==> config.mk <==
export PLATFORM = sky130hd
export DESIGN_NAME = uart_tx_arbiter
export DESIGN_NICKNAME = d
export VERILOG_FILES = /design/src/rtl/uart_arb_pkg.sv /design/src/rtl/uart_tx_arbiter_rr_pick.sv /design/src/rtl/uart_tx_arbiter.sv
export SDC_FILE = /design/constraint.sdc
export NUM_CORES = 1
export LEC_CHECK = 0
export BUFFER_PORTS_ARGS = -buffer_cell sky130_fd_sc_hd__buf_2
export CORE_MARGIN = 4
export CORE_UTILIZATION = 44
export CTS_CLUSTER_DIAMETER = 100
export DETAILED_ROUTE_END_ITERATION = 16
export GPL_TIMING_DRIVEN = 1
export PLACE_DENSITY = 0.8
export SYNTH_ARGS = -nofsm -noshare
export SYNTH_HDL_FRONTEND = slang
export SYNTH_SLANG_ARGS = --single-unit
==> constraint.sdc <==
create_clock -name clk -period 3.03 [get_ports clk]
set_clock_uncertainty 0.1 [all_clocks]
set_input_delay 0.606 -clock clk [delete_from_list [all_inputs] [get_ports clk]]
set_output_delay 0.606 -clock clk [all_outputs]
set_load 0.05 [all_outputs]
==> src/rtl/uart_arb_pkg.sv <==
// Shared types for the UART transmit arbiter.
// Optional build macro: UART_ARB_TIMEOUT_EN (idle-grant revocation).
package uart_arb_pkg;

   typedef enum logic [1:0] {
      IDLE,
      OWN,
      GAP
   } arb_state_t;

   localparam int BYTE_W = 8;

endpackage

==> src/rtl/uart_tx_arbiter_rr_pick.sv <==
// Combinational round-robin picker: first set request at or after ptr.
// Wrap uses a compare against N-1 so non-power-of-two N never aliases.
module rr_pick #(
   parameter int N = 3,
   localparam int W = (N > 1) ? $clog2(N) : 1
) (
   input  logic [N-1:0] req,
   input  logic [W-1:0] ptr,
   output logic [W-1:0] idx,
   output logic         valid
);

   logic [W-1:0] pos;

   // Walk N positions cyclically from ptr, keep the first hit
   always_comb begin
      idx   = '0;
      valid = 1'b0;
      pos   = ptr;
      for (int k = 0; k < N; k++) begin
         if (!valid && req[pos]) begin
            idx   = pos;
            valid = 1'b1;
         end
         pos = (pos == W'(N - 1)) ? '0 : pos + W'(1);
      end
   end

endmodule

==> src/rtl/uart_tx_arbiter.sv <==
// Message-locked round-robin owner of the single uart_tx byte port.
// Optional build macro: UART_ARB_TIMEOUT_EN revokes grants idle for TIMEOUT_CYCLES.
module uart_tx_arbiter
   import uart_arb_pkg::*;
#(
   parameter int NUM_REQ        = 3,
   parameter int TIMEOUT_CYCLES = 100000
) (
   input  logic                        clk,
   input  logic                        reset,
   input  logic [NUM_REQ-1:0]          req,
   input  logic [NUM_REQ-1:0]          wr,
   input  logic [BYTE_W*NUM_REQ-1:0]   din,
   output logic [NUM_REQ-1:0]          grant,
   output logic [NUM_REQ-1:0]          ready,
   output logic                        uart_wr,
   output logic [BYTE_W-1:0]           uart_din,
   input  logic                        uart_ready,
   output logic                        busy,
   output logic                        drop_err
);

   localparam int IW = $clog2(NUM_REQ);
   localparam logic [NUM_REQ-1:0] ONE = NUM_REQ'(1);

   arb_state_t         state;
   logic [IW-1:0]      ptr;
   logic [IW-1:0]      owner;
   logic [IW-1:0]      next_ptr;
   logic [IW-1:0]      pick_idx;
   logic               pick_valid;
   logic [NUM_REQ-1:0] req_elig;
   logic [NUM_REQ-1:0] hit;
   logic               stray;
   logic               stall;
   logic               revoke;

   rr_pick #(
      .N (NUM_REQ)
   ) u_pick (
      .req   (req_elig),
      .ptr   (ptr),
      .idx   (pick_idx),
      .valid (pick_valid)
   );

   // grant is zero outside OWN, so masking wr with it gates by state too
   assign hit      = wr & grant;
   assign uart_wr  = (|hit) & uart_ready;
   assign ready    = grant & {NUM_REQ{uart_ready}};
   assign stray    = |(wr & ~grant);
   assign stall    = (|hit) & ~uart_ready;
   assign next_ptr = (owner == IW'(NUM_REQ - 1)) ? '0 : owner + IW'(1);

   // Forward the owner's byte straight through; zero whenever no write
   always_comb begin
      uart_din = '0;
      if (uart_wr) begin
         uart_din = din[owner*BYTE_W +: BYTE_W];
      end
   end

`ifdef UART_ARB_TIMEOUT_EN
   localparam int CW = $clog2(TIMEOUT_CYCLES + 1);

   logic [CW-1:0]      idle_cnt;
   logic [NUM_REQ-1:0] blocked;

   assign revoke   = (state == OWN) && !uart_wr &&
                     (idle_cnt == CW'(TIMEOUT_CYCLES - 1));
   assign req_elig = req & ~blocked;

   // Idle counter for the held grant; a revoked requester stays
   // blocked until it lets go of req
   always_ff @(posedge clk or posedge reset) begin
      if (reset) begin
         idle_cnt <= '0;
         blocked  <= '0;
      end else begin
         if (state != OWN || uart_wr || revoke) begin
            idle_cnt <= '0;
         end else begin
            idle_cnt <= idle_cnt + CW'(1);
         end
         blocked <= (blocked & req) | (revoke ? grant : '0);
      end
   end
`else
   logic unused_timeout;

   // Timeout depth has no effect in this build
   assign unused_timeout = ^TIMEOUT_CYCLES;
   assign revoke         = 1'b0;
   assign req_elig       = req;
`endif

   // Ownership FSM: pick, hold until release, one empty cycle, re-pick
   always_ff @(posedge clk or posedge reset) begin
      if (reset) begin
         state <= IDLE;
         grant <= '0;
         busy  <= 1'b0;
         ptr   <= '0;
         owner <= '0;
      end else begin
         unique case (state)
            IDLE: begin
               if (pick_valid) begin
                  grant <= ONE << pick_idx;
                  busy  <= 1'b1;
                  owner <= pick_idx;
                  state <= OWN;
               end
            end
            OWN: begin
               if (!req[owner] || revoke) begin
                  grant <= '0;
                  busy  <= 1'b0;
                  ptr   <= next_ptr;
                  state <= GAP;
               end
            end
            GAP: begin
               state <= IDLE;
            end
            default: begin
               state <= IDLE;
            end
         endcase
      end
   end

   // Discarded-write pulse, one cycle after the offending strobe
   always_ff @(posedge clk or posedge reset) begin
      if (reset) begin
         drop_err <= 1'b0;
      end else begin
         drop_err <= stray | stall | revoke;
      end
   end

endmodule
Yosys cells after proc, flatten, opt, wreduce, memory -nomap -nowiden
Cells that the tools add are included.
{"block": "op_classes", "bitwise": 9, "multipliers": 0, "div_mod_pow": 0, "shift": 2, "n_eq_ne": 6, "reduce_logical": 12, "mux": 27, "magnitude_cmp": 4, "addsub": 3}
{"op": "$shiftx 24x6->8", "count": 1}
{"op": "$mux 2", "count": 8}
{"op": "$lt 2x3->1 const B", "count": 4}
{"op": "$and 3x3->3", "count": 3}
{"op": "$mux 1", "count": 9}
{"op": "$bmux 1 s2", "count": 4}
{"op": "$mux 8", "count": 1}
{"op": "$add 2x1->2 const B", "count": 3}
{"op": "$eq 2x2->1 const B", "count": 3}
{"op": "$mux 3", "count": 2}
{"op": "$pmux 3 s2", "count": 1}
{"op": "$reduce_and 2->1", "count": 3}
{"op": "$reduce_or 3->1", "count": 2}
{"op": "$ne 2x2->1 const B", "count": 2}
{"op": "$pmux 2 s2", "count": 1}
{"op": "$not 3->3", "count": 1}
{"op": "$reduce_and 3->1", "count": 1}
{"op": "$shl 1x2->3 const A", "count": 1}
{"op": "$and 1x1->1", "count": 2}
{"op": "$eq 2x1->1 const B", "count": 1}
{"op": "$logic_and 1x1->1", "count": 2}
{"op": "$logic_not 1->1", "count": 2}
{"op": "$logic_not 2->1", "count": 1}
{"op": "$not 1->1", "count": 2}
{"op": "other kinds (3)", "count": 3}
{"block": "word_totals", "out_inout_bits": 17, "latch_bits": 0, "romBits": 0, "register_bits": 11, "ram_bits": 0, "n_memories": 0}

Longest topological paths before layout
{"block": "depth", "word_depth": 12, "mapped_depth": 5}

Cells and area by module
A second synthesis with hierarchy kept.
{"block": "unflattened", "hier_cells": 93, "area_unflattened_um2": 795.8}
{"mod": "uart_tx_arbiter", "instances": 1, "cells_per_inst": 85, "area_each_um2": 747.0}
{"mod": "rr_pick", "instances": 1, "cells_per_inst": 8, "area_each_um2": 48.8}

Least setup slack after synthesis
Ideal clock, no wire load.
{"block": "synth_path", "path_type": "register -> output", "from": "reg grant[0]", "to": "out uart_din[0]", "slack_ps": 458, "arrival_ps": 1866, "n_path_buf": 1, "stages_incl_launch_ff": 5, "cell_sequence": "dfrtp_1 > a222oi_1 > nand2b_1 > clkbuf_1 > nor2_1"}
{"block": "synth_via", "elab_chain_cells": 4}
{"item": "start: declaration", "line_no": "uart_tx_arbiter.sv:14", "source": "output logic [NUM_REQ-1:0] grant,"}
{"item": "start signal: assignment", "line_no": "uart_tx_arbiter.sv:109", "source": "grant <= ONE << pick_idx;"}
{"item": "$and 3x3->3", "line_no": "uart_tx_arbiter.sv:48", "source": "assign hit = wr & grant;"}
{"item": "$reduce_or 3->1", "line_no": "uart_tx_arbiter.sv:49", "source": "assign uart_wr = (|hit) & uart_ready;"}
{"item": "$and 1x1->1", "line_no": "uart_tx_arbiter.sv:49"}
{"item": "$mux 8", "line_no": "uart_tx_arbiter.sv:58", "source": "if (uart_wr) begin"}
{"item": "end: declaration", "line_no": "uart_tx_arbiter.sv:17", "source": "output logic [BYTE_W-1:0] uart_din,"}
Every way passes these cells.

Final worst setup path
{"block": "layout_path", "from": "reg owner[1]", "to": "out uart_din[2]"}
{"block": "layout_via", "elab_chain_cells": 2}
{"item": "start: declaration", "line_no": "uart_tx_arbiter.sv:28", "source": "logic [IW-1:0] owner;"}
{"item": "start signal: assignment", "line_no": "uart_tx_arbiter.sv:111", "source": "owner <= pick_idx;"}
{"item": "$shiftx 24x6->8", "line_no": "uart_tx_arbiter.sv:59", "source": "uart_din = din[owner*BYTE_W +: BYTE_W];"}
{"item": "$mux 8", "line_no": "uart_tx_arbiter.sv:58"}
Every way passes these cells.

==> summary.md <==
| Metric | Value |
|---|---|
| Status | completed |
| Bufs on Longest Clock Path | 2 |
| Pre-Repair DR Iteration Count | 4 |
| Register area | 275 um^2 |
| Number of non-filler instances in the completed layout | between 150 and 200 |
| Post-Synthesis Cell Area | 767 um^2 |
| CTS tree | done |
| Die ar. | around 0.0025 mm^2 |
| Total power | 1.05 mW |
| Row cnt | 14 |
| # fillers | 140 |
| Worst setup EP type | output pin |
| Antenna-violating nets left | 0 |
| Tot GR Track Use | 17.2% |
| Worst-Skew Late Latency | 0.27 ns |
| Syn nets | 127 |
| Seq/Total Area, Yosys | 35.9% |
| I/O Pins | 50 |
| Post-CTS Repair Setup Buffers | 0 |
| Design area | roughly 0.0011 mm^2 |
| Via/cell ratio | 5.37 |
| WP data arrival | 1.96 ns |
| # clock sinks | 11 |
| Antenna diodes | 0 |
| Placed Cells incl. Taps | 157 |
| Seq pwr share | between 20% and 30% |
| H-tree Lvls | 1 |
| Worst Hold Class | in2async |
| Die Wd | 49.8 um |
| Cell Area, Placed | 0.00103 mm^2 |
| Yosys cell types | 26 |
| Number of I/O port buffers | a little under 50 |
| Hold buffer count at cts | 0 |
| P_sw | 0.566 mW |
| Gate Count Post-Synth | 94 |
| Hold Vio Cnt, Final | 0 |
| Combinational cell fraction of total power | 61.9% |
| Initial antenna violation count | 0 |
| Fraction of final layout cells sized beyond drive strength 1 | 39.3% |
| Max FO, Critical Path | 11 |
| Initial Util | 48.7% |
| Internal Pwr Total | 0.480 mW |
| Largest net degree at the start of global routing | 15 |
| Achievable Freq | ~370 MHz |
| CP Data Required Time | ~2.3 ns |
| Final worst slack | 0.361 ns |
| DRT iter0 DRCs | 17 |
| Area of the multi-input gates | 448 um^2 |
| Clk pin slew, worst setup/hold paths | 0.07 ns |
| Max Cap Violations | 0 |
| CTS Buf Count | 3 |
| Placer congestion estimate | 0.761 |
| Kind of critical path | reg2out |
| Post-Syn Area per Cell | 8.16 um^2 |
| Power per cell area | between 900 and 1000 mW/mm^2 |
| Routed vias | approximately 860 |
| Post-synth EDFFs | 0 |
| Max VDD drop | 0.567 mV |
| Setup_tns | 0 ns |
| Core Region | roughly 0.0016 mm^2 |
| Final min period | 2.67 ns |
| Vias in the first global route | 792 |
| Final core utilization | 66.7% |
| DP Wirelength | 1.62 mm |
| Final Max Slew Viols | 0 |
| Synthesis-to-layout area growth | 37.2% |
| Global route total overflow | 0 |
| Drc violations | 0 |
| Primary FF master, synth | dfrtp_1 |
| Final setup viols | 0 |
| Clock Power Share | 9.4% |
| Post-Route WL | approximately 2 mm |
| RSZ-0062 raised after global routing | false |
| Startpoint types | flip-flop |
| Worst-margin pin slew | about 0.60 ns |
| Hold Slack | 0.212 ns |
| FF+latch count, synth | 11 |
| First-pass GRT wire length | about 3.3 mm |
| Slew HR | 60.2% |
| FFs w/ async S/R, synth | 100% |
| Wire per inst | 12.6 um |
| Worst slack, placed | 0.613 ns |
| Post-CTS Resized | 0 |
| Leakage dissipation | 0.570 nW |
| Synth warn | 0 |
| Part of the cycle the worst path needs | 88.1% |
| Nets | 179 |
| Clock Root Buffer | clkbuf_4 |
| Sw Ratio | 54.1% |
| Die height | roughly 50 um |
power by group through the flow:
stage / Clock [mW] / Sequential (mW) / Combinational [mW]
finish: 0.0983 / 0.300 / 0.648
global route: 0.113 / 0.313 / 0.698
CTS: 0.101 / 0.299 / 0.649
detailed placement: 0 / 0.301 / 0.647
global placement: 0 / 0.298 / 0.633
floorplan: 0 / 0.350 / 0.448
cell type report:
class | instances | area share, %
multi-input cells | 72 | 42.6
clock buffers | 4 | 2.50
well taps | 16 | 1.90
inverters | 8 | 2.85
repair buffers | 50 | 24.0
flip-flops and latches | 11 | 26.2
metal layers:
layer / track usage (%) / up-vias / wire length [um]
li1: - / 426 / -
met1: 18.0 / 384 / 780
met2: 31.9 / 48 / 1010
met3: 6.63 / 6 / 192
met4: 3.69 / 0 / 49
met5: 0 / - / 0
cell usage after synthesis, types with 2 or more instances:
cell      number  area share (%)
inv_1          8             3.9
nand2_1        3             1.5
o21ai_0        6             3.9
dfrtp_1       11              36
a21o_1         2             2.0
mux2i_1        8              10
nor2_1        20             9.8
a21oi_1       13             8.5
a222oi_1       2             2.6
and2_1         3             2.4
nand2b_1       2             1.6
buf_2          2             1.3
worst paths after layout:
path,slack (ns),endpoint,cells past startpoint,from
min,0.21,grant[0],2,reset
max,0.36,uart_din[2],5,owner[1]
min reg2reg,0.43,busy,2,busy
min in group clk,0.43,busy,2,busy
max in group asynchronous,2.33,grant[1],2,reset
max reg2reg,1.00,grant[0],4,owner[0]
state kept, by name (all words and copies together), names as in the netlist:
signal	count
busy	1
drop_err	1
grant	3
owner	2
ptr	2
state	2
critical path, cell delays in order (launching register included):
cell,delay [ns]
dfrtp_1,0.54
inv_1,0.21
nor2_1,0.43
a21oi_1,0.13
nor2_1,0.10
buf_2,0.27
placed cells by master, fill, tap and decap left out, types with 3 or more instances in the layout:
cell,instances
and2_1,3
buf_2,49
nor2_1,20
clkbuf_4,3
nand2_1,3
dfrtp_1,11
a21oi_1,13
o21ai_0,6
mux2i_1,8
inv_1,8
cells by family (layout without fill, tap and decap cells):
logic type             count (synthesis)  in the layout  share of synthesized area, %
buffers and inverters                 11             62                          5.71
DFF                                   11             11                          35.9
muxes                                  9              9                          12.4
AOI/OAI and AO/OA                     30             30                          25.9
and+or+nand+nor                       33             33                          20.1
(Power assumes the default switching activity.)
